**src/rtl/piso_bidir_tx_if.sv**
```systemverilog
// Word-in / bit-out link bundle between the word producer, the serialiser and the serial wire.
// The master side offers words; the slave side (the transmitter) drives ready and the serial outputs.
interface piso_bidir_tx_if #(
    parameter int WIDTH = 4
);
    logic [WIDTH-1:0] load_data;
    logic             load_valid;
    logic             load_ready;
    logic             dir;
    logic             sout;
    logic             sout_valid;
    logic             last;
    logic             busy;

    modport master (
        output load_data, load_valid, dir,
        input  load_ready, sout, sout_valid, last, busy
    );

    modport slave (
        input  load_data, load_valid, dir,
        output load_ready, sout, sout_valid, last, busy
    );
endinterface

```
**src/rtl/piso_bidir_tx.sv**
```systemverilog
// Serialises a WIDTH-bit word MSB- or LSB-first; bit 0 appears one cycle after acceptance.
// Stalls the producer via load_ready (high only when idle or on the last bit); no buffering.
module piso_bidir_tx #(
    parameter int WIDTH = 4
) (
    input  logic             clk,
    input  logic             rst_n,
    piso_bidir_tx_if.slave   link
);
    localparam int CW = $clog2(WIDTH);

    typedef enum logic {
        IDLE  = 1'b0,
        SHIFT = 1'b1
    } state_t;

    state_t           state, state_nxt;
    logic [WIDTH-1:0] sreg, sreg_nxt, shifted;
    logic [CW-1:0]    cnt, cnt_nxt;
    logic             dir_q, dir_nxt;
    logic             sout_q, sout_nxt;
    logic             last_q, last_nxt;
    logic             ready;
    logic             accept;

    // Ready on the last bit lets the next frame follow with no gap cycle.
    assign ready  = rst_n & ((state == IDLE) | ((state == SHIFT) & last_q));
    assign accept = link.load_valid & ready;

    always_ff @(posedge clk or negedge rst_n) begin
        if (!rst_n) begin
            state  <= IDLE;
            sreg   <= '0;
            cnt    <= '0;
            dir_q  <= 1'b0;
            sout_q <= 1'b0;
            last_q <= 1'b0;
        end else begin
            state  <= state_nxt;
            sreg   <= sreg_nxt;
            cnt    <= cnt_nxt;
            dir_q  <= dir_nxt;
            sout_q <= sout_nxt;
            last_q <= last_nxt;
        end
    end

    always_comb begin
        state_nxt = state;
        if (accept) begin
            state_nxt = SHIFT;
        end else if ((state == SHIFT) && last_q) begin
            state_nxt = IDLE;
        end
    end

    always_comb begin
        sreg_nxt = sreg;
        cnt_nxt  = cnt;
        dir_nxt  = dir_q;
        sout_nxt = 1'b0;
        last_nxt = 1'b0;
        // The bit to present next always sits at the leading end after one shift.
        shifted  = dir_q ? {sreg[WIDTH-2:0], 1'b0} : {1'b0, sreg[WIDTH-1:1]};
        if (accept) begin
            sreg_nxt = link.load_data;
            dir_nxt  = link.dir;
            cnt_nxt  = '0;
            sout_nxt = link.dir ? link.load_data[WIDTH-1] : link.load_data[0];
        end else if ((state == SHIFT) && !last_q) begin
            sreg_nxt = shifted;
            cnt_nxt  = cnt + CW'(1);
            sout_nxt = dir_q ? shifted[WIDTH-1] : shifted[0];
            last_nxt = (cnt == CW'(WIDTH - 2));
        end
    end

    assign link.load_ready = ready;
    assign link.sout       = sout_q;
    assign link.sout_valid = (state == SHIFT);
    assign link.last       = last_q;
    assign link.busy       = (state == SHIFT);
endmodule

```
**src/flat_wrapper.sv**
```systemverilog
// flat-port wrapper written by rule: the top's interface ports become plain ports
module piso_bidir_tx_flat 
#(
    parameter int WIDTH = 4
)
  (clk, rst_n, link_load_data, link_load_valid, link_dir, link_load_ready, link_sout, link_sout_valid, link_last, link_busy);
  piso_bidir_tx_if #(.WIDTH(WIDTH)) link_i ();
  input  logic clk;
  input  logic rst_n;
  input wire logic [$bits(link_i.load_data)-1:0] link_load_data;
  input wire logic [$bits(link_i.load_valid)-1:0] link_load_valid;
  input wire logic [$bits(link_i.dir)-1:0] link_dir;
  output wire logic [$bits(link_i.load_ready)-1:0] link_load_ready;
  output wire logic [$bits(link_i.sout)-1:0] link_sout;
  output wire logic [$bits(link_i.sout_valid)-1:0] link_sout_valid;
  output wire logic [$bits(link_i.last)-1:0] link_last;
  output wire logic [$bits(link_i.busy)-1:0] link_busy;
  assign link_i.load_data = link_load_data;
  assign link_i.load_valid = link_load_valid;
  assign link_i.dir = link_dir;
  assign link_load_ready = link_i.load_ready;
  assign link_sout = link_i.sout;
  assign link_sout_valid = link_i.sout_valid;
  assign link_last = link_i.last;
  assign link_busy = link_i.busy;
  piso_bidir_tx #(.WIDTH(WIDTH)) u_core (.clk(clk), .rst_n(rst_n), .link(link_i));
endmodule
```
**config.mk**
```make
export PLATFORM = sky130hd
export DESIGN_NAME = piso_bidir_tx_flat
export DESIGN_NICKNAME = d
export VERILOG_FILES = /design/src/rtl/piso_bidir_tx_if.sv /design/src/rtl/piso_bidir_tx.sv /design/src/flat_wrapper.sv
export SDC_FILE = /design/constraint.sdc
export NUM_CORES = 1
export LEC_CHECK = 0
export CAP_MARGIN = 20
export CORE_AREA = 2 2 39 41
export DETAILED_ROUTE_END_ITERATION = 8
export DIE_AREA = 0 0 41 43
export SETUP_SLACK_MARGIN = 0.15
export SYNTH_ARGS = -nofsm -noshare
export SYNTH_HDL_FRONTEND = slang
export SYNTH_SLANG_ARGS = --single-unit
```
**constraint.sdc**
```tcl
create_clock -name clk -period 1.81 [get_ports clk]
set_input_delay 0.4525 -clock clk [delete_from_list [all_inputs] [get_ports clk]]
set_output_delay 0.4525 -clock clk [all_outputs]
set_load 0.005 [all_outputs]
```
Word-level counts from Yosys, hierarchy flattened
Index checks and enable logic that the tools add are counted.
Storage, ports and cells
  register bits: 10
  bits in latches: 0
  bits in writable memories: 0
  bits in read-only memories: 0
  memories: 0
Operators by class
  add/sub/neg operators: 1
  $mul: 0
  div/mod/pow operators: 0
  order comparisons: 0
  equality and inequality tests: 1
  shift-type cells: 0
  mux-type cells: 13
  bitwise logic cells: 5
  reduce and logical (&&, ||, !) cells: 5
Operators by type and width (number)
  4-bit 2-to-1 mux: 3
  1-bit 2-to-1 mux: 8
  2-bit 2-to-1 mux: 2
  2-bit nonzero test: 2
  1-bit AND: 3
  2-bit by 1-bit adder with 2-bit output, second input constant: 1
  2-bit == test, second input constant: 1
  1-bit logical AND: 2
  1-bit logical NOT: 1
  1-bit NOT: 1
  1-bit bitwise OR: 1

Longest topological paths before layout
Gate-level depths: netlist (run 1).
  word-level depth: 5
  gate-level depth with buffers: 4

Least setup slack after synthesis (run 1)
No wires, ideal clock.
  kind: register to register
  start: register u_core.last_q (netlist: u_core.link.last)
  end: register u_core.sreg[0]
  library setup time: 0.125 ns
  data arrival time: 1.166 ns
  data required time: 1.685 ns
  setup slack: 0.519 ns
  cell stages (with the launch flop): 5
  path buffers: 1
  period minus slack after synthesis: 1.291 ns
  cells stage by stage: dfrtp_1 > nand2b_4 > buf_6 > mux2_4 > mux2_2
Between the ends
  longest elaborated chain between the ends: 5
  elaborated cells on any way between the ends: 8
  classes of those cells: mux: 1; bitwise: 4; reduce/logical: 3
Ends and longest elaborated chain
  start: declaration: RTL line piso_bidir_tx.sv:22  | logic last_q, last_nxt;
  start signal: assignment: RTL line piso_bidir_tx.sv:44  | last_q <= last_nxt;
  1-bit AND: RTL line piso_bidir_tx.sv:27  | assign ready = rst_n & ((state == IDLE) | ((state == SHIFT) & last_q));
  1-bit bitwise OR: RTL line piso_bidir_tx.sv:27
  1-bit AND: RTL line piso_bidir_tx.sv:27
  1-bit AND: RTL line piso_bidir_tx.sv:28  | assign accept = link.load_valid & ready;
  4-bit 2-to-1 mux or 2-bit nonzero test (tied branches)
  end signal: assignment: RTL line piso_bidir_tx.sv:40  | sreg <= sreg_nxt;
  end: declaration: RTL line piso_bidir_tx.sv:18  | logic [WIDTH-1:0] sreg, sreg_nxt, shifted;
Parallel ways exist; a longest one is shown, timed or not.
A chain may end at the register's enable or synchronous reset.

Final worst setup path (run 1)
  start: register u_core.state (netlist: u_core.link.busy)
  end: output port link_load_ready
Between the ends
  longest elaborated chain between the ends: 3
  elaborated cells on any way between the ends: 4
  classes of those cells: bitwise: 4
Ends and longest elaborated chain
  start: declaration: RTL line piso_bidir_tx.sv:17  | state_t state, state_nxt;
  start signal: assignment: RTL line piso_bidir_tx.sv:39  | state <= state_nxt;
  1-bit AND or 1-bit NOT (tied branches): RTL line piso_bidir_tx.sv:27
  1-bit bitwise OR *: RTL line piso_bidir_tx.sv:27
  1-bit AND *: RTL line piso_bidir_tx.sv:27
  end: declaration: RTL line flat_wrapper.sv:13  | output wire logic [$bits(link_i.load_ready)-1:0] link_load_ready;
Mark *: on every way between the ends. The rest lies on a longest branch, timed or not.

==> flow_metrics.py, run 1 <==
metrics = {
    "clock_network": {
        "clock_latency_ps": 260,
        "clockBufferDepth": 2,
        "cts.root.buffer_cell": "clkbuf_4",
        "h-tree-depth": 1,
        "cts_buffers": 3,
        "clkTransAtPathRegs_ps": 60,
        "postCtsHoldBufs": 0,
        "clock_sinks": 10,
        "cts_tree": "done",
    },
    "floorplanning": {
        "fp.coreArea_sq_um": 1384,
        "core.rowCount": 14,
        "die_x_um": 41,
        "ios": 13,
        "die_area_sq_um": 1763,
        "start_util_pct": 35.90,
        "die_height_um": 43,
    },
    "global_route": {
        "antenna_found_initial": 0,
        "grt_max_degree": 8,
        "grt_overflow": 0,
        "grt_pass1_wl_mm": 1.455,
        "grt_usage_pct": 13.29,
        "grt_pass1_vias": 364,
    },
    "sta": {
        "tightest_slew_ps": 296.9,
        "rsz0062_at_grt": "no",
        "tns_ps": 0,
        "slew_violations": 0,
        "maxSlewHeadroom_pct": 80.20,
        "clock_skew_ps": 2.921,
        "hold_viol_final": 0,
        "period_minus_slack_ps": 1582,
        "fmax_mhz": 632.1,
        "finalCritPeriodShare_pct": 87.40,
        "setup-violations-final": 0,
    },
    "routing": {
        "wl_per_cell_um": 11.68,
        "ant_nets": 0,
        "detailroute.via_count": 385,
        "drt-total-wl_um": 934,
        "dr.pass1.iters": 3,
        "viasPerCell": 4.813,
        "dr.first_iter.drc_count": 6,
        "drc": 0,
    },
    "flow_run": {
        "drv_cap": 0,
    },
    "pwr": {
        "p_comb_share_pct": 50.6,
        "p_int_uw": 748.2,
        "p_sw_uw": 348.5,
        "vdd_ir_drop_max_mv": 0.5020,
        "finalPower_mw": 1.097,
        "switching_share_pct": 31.78,
        "clkPwrFrac_pct": 13.3,
        "leakage_nw": 0.3678,
        "powerDensity_nw_per_um2": 1543,
        "power_frac_seq_pct": 36.1,
    },
    "synthesis": {
        "synth_top_family_by_area": "multiplexers",
        "synthesis.area_sq_um": 496.7,
        "synth_top_area_cell": "dfrtp_1",
        "synth_xor_xnor_area_share_pct": 0,
        "yosys_warnings": 0,
        "synthCells": 42,
        "avgSynthCellArea_sq_um": 11.83,
        "ys_seq_elements": 10,
        "synth_seq_area_share_pct": 50.38,
        "synth_mux_area_share_pct": 13.85,
        "ys_types": 20,
        "synth_nets": 51,
        "synth_compound_area_share_pct": 13.10,
        "synth_area_leaders": "dfrtp_1 (50%), mux2_2 (6.8%), a221o_1 (6.0%)",
        "synthAdderAreaFrac_pct": 2.519,
        "synth_top_area_share_pct": 50.38,
        "yosys.area_share.simple_pct": 11.84,
    },
    "worst_hold_path": {
        "hold_path.class": "primary input to asynchronous set/reset pin",
    },
    "worst_setup_path": {
        "crit_fanout": 2,
        "cp.arrival_ps": 1130,
        "cp-end-kind": "output port",
        "cp.required_ps": 1360,
        "start_kind": "register",
        "crit_type": "register to output port",
    },
    "finish": {
        "syn_to_final_growth_pct": 43.07,
        "num_antenna_cells": 0,
        "fin_nets": 75,
        "final_layout_size_suffix_gt1_share_pct": 28.13,
    },
    "placed_design": {
        "dp_hpwl_um": 667.8,
        "port_buffers": 12,
        "gp_congestion": 0.6767,
    },
    "run_status": {
        "status": "completed",
    },
}
sequential cells by signal, indices dropped and copies added, names as in the netlist:
register and cells:
u_core.cnt 2, u_core.dir_q 1, u_core.link.busy 1, u_core.link.last 1, u_core.link.sout 1, u_core.sreg 4
power by group through the flow:
| stage | Sequential [mW] | Combinational [mW] | Clock [mW] |
|---|---|---|---|
| floorplan | 0.393 | 0.341 | 0 |
| global placement | 0.400 | 0.496 | 0 |
| detailed placement | 0.407 | 0.499 | 0 |
| CTS | 0.401 | 0.548 | 0.157 |
| global route | 0.407 | 0.612 | 0.168 |
| finish | 0.396 | 0.555 | 0.146 |
path summary, 6_finish.rpt:
kind                                        from         endpoint  slack (ps)  depth (start not counted)
min in group clk                   u_core.cnt[0]    u_core.cnt[0]         510                          1
worst max register to register  u_core.link.last   u_core.sreg[1]         260                          5
max in group asynchronous                  rst_n   u_core.sreg[3]        1450                          2
worst min-delay path                       rst_n   u_core.sreg[2]         230                          2
worst max-delay path            u_core.link.busy  link_load_ready         230                          4
worst min register to register     u_core.cnt[0]    u_core.cnt[0]         510                          1
critical path: stages (launching register included):
cell and delay (ps):
dfrtp_1 370, buf_4 140, nand2b_4 50, and2_1 110
clkdlybuf4s15_1 190
final cells by class:
class	count	area, sq um
clock buffer	3	22.52
fill	124	673.1
inverter	3	11.26
multi-input combinational	26	205.2
sequential	10	250.2
tap	16	20.02
timing repair buffer	22	201.4
cell usage after synthesis:
| library cell | count |
|---|---|
| ha_1 | 1 |
| mux2_4 | 1 |
| o22ai_1 | 1 |
| mux2i_1 | 2 |
| and2_1 | 1 |
| a21boi_0 | 1 |
| dfrtp_1 | 10 |
| and3_1 | 1 |
| nor2_1 | 5 |
| buf_4 | 1 |
| nand2b_4 | 1 |
| o2bb2ai_1 | 1 |
| buf_6 | 2 |
| nand2_1 | 2 |
| inv_1 | 3 |
| nor2b_1 | 1 |
| mux2_2 | 3 |
| a21oi_1 | 1 |
| a21o_1 | 1 |
| a221o_1 | 3 |
cells by family (layout without fill, tap and decap cells):
| kind of cell | Yosys count | count (layout) |
|---|---|---|
| and+or+nand+nor | 11 | 11 |
| DFF | 10 | 10 |
| muxes | 6 | 6 |
| adders and majority gates | 1 | 1 |
| AOI/OAI and AO/OA | 8 | 8 |
| buffers and inverters | 6 | 28 |
per-layer routing:
| metal | track usage, % | part of all wire, % |
|---|---|---|
| met1 | 15.95 | 44 |
| met2 | 16.56 | 45 |
| met3 | 4.712 | 7.0 |
| met4 | 14.00 | 3.9 |
| met5 | 0 | 0 |
cell usage in the layout (no fill, tap or decap):
cell type | netlist | layout
clkdlybuf4s15_1 | 0 | 1
mux2i_1 | 2 | 2
nor2b_1 | 1 | 1
clkdlybuf4s50_1 | 0 | 7
o2bb2ai_1 | 1 | 1
and3_1 | 1 | 1
ha_1 | 1 | 1
nand2_1 | 2 | 2
nand2b_4 | 1 | 1
a21boi_0 | 1 | 1
a21oi_1 | 1 | 1
nor2_1 | 5 | 5
buf_4 | 1 | 10
a21o_1 | 1 | 1
a221o_1 | 3 | 3
inv_1 | 3 | 3
mux2_4 | 1 | 1
mux2_2 | 3 | 3
dlygate4sd2_1 | 0 | 1
dfrtp_1 | 10 | 10
clkbuf_4 | 0 | 3
and2_1 | 1 | 1
o22ai_1 | 1 | 1
dlymetal6s2s_1 | 0 | 3
stage by stage:
stage	instances	area, sq um	util [%]	hold WS [ps]	worst slack, ps
floorplan	42	496.7	-	156.9	518.9
global route	80	710.7	51.36	230.9	168.1
finish	80	710.7	51.36	229.5	228.0
CTS	79	694.4	50.18	225.4	82.37
global placement	73	651.9	47.11	490.4	-197.0
detailed placement	73	651.9	47.11	493.2	-196.7
timing repair:
action	CTS	global route
setup buffers	3	1
resized for setup	2	4
setup endpoints to repair	1	4
(Power assumes the default switching activity.)
==> inputs of run 2 (changes only) <==
--- a/config.mk
+++ b/config.mk
@@ -7,6 +7,7 @@
 export LEC_CHECK = 0
 export CAP_MARGIN = 20
 export CORE_AREA = 2 2 39 41
+export CTS_BUF_LIST = sky130_fd_sc_hd__clkbuf_4 sky130_fd_sc_hd__clkbuf_8
 export DETAILED_ROUTE_END_ITERATION = 8
 export DIE_AREA = 0 0 41 43
 export SETUP_SLACK_MARGIN = 0.15
==> results of run 2 <==
No change in the layout: final DEF, timing and power equal those of run 1.
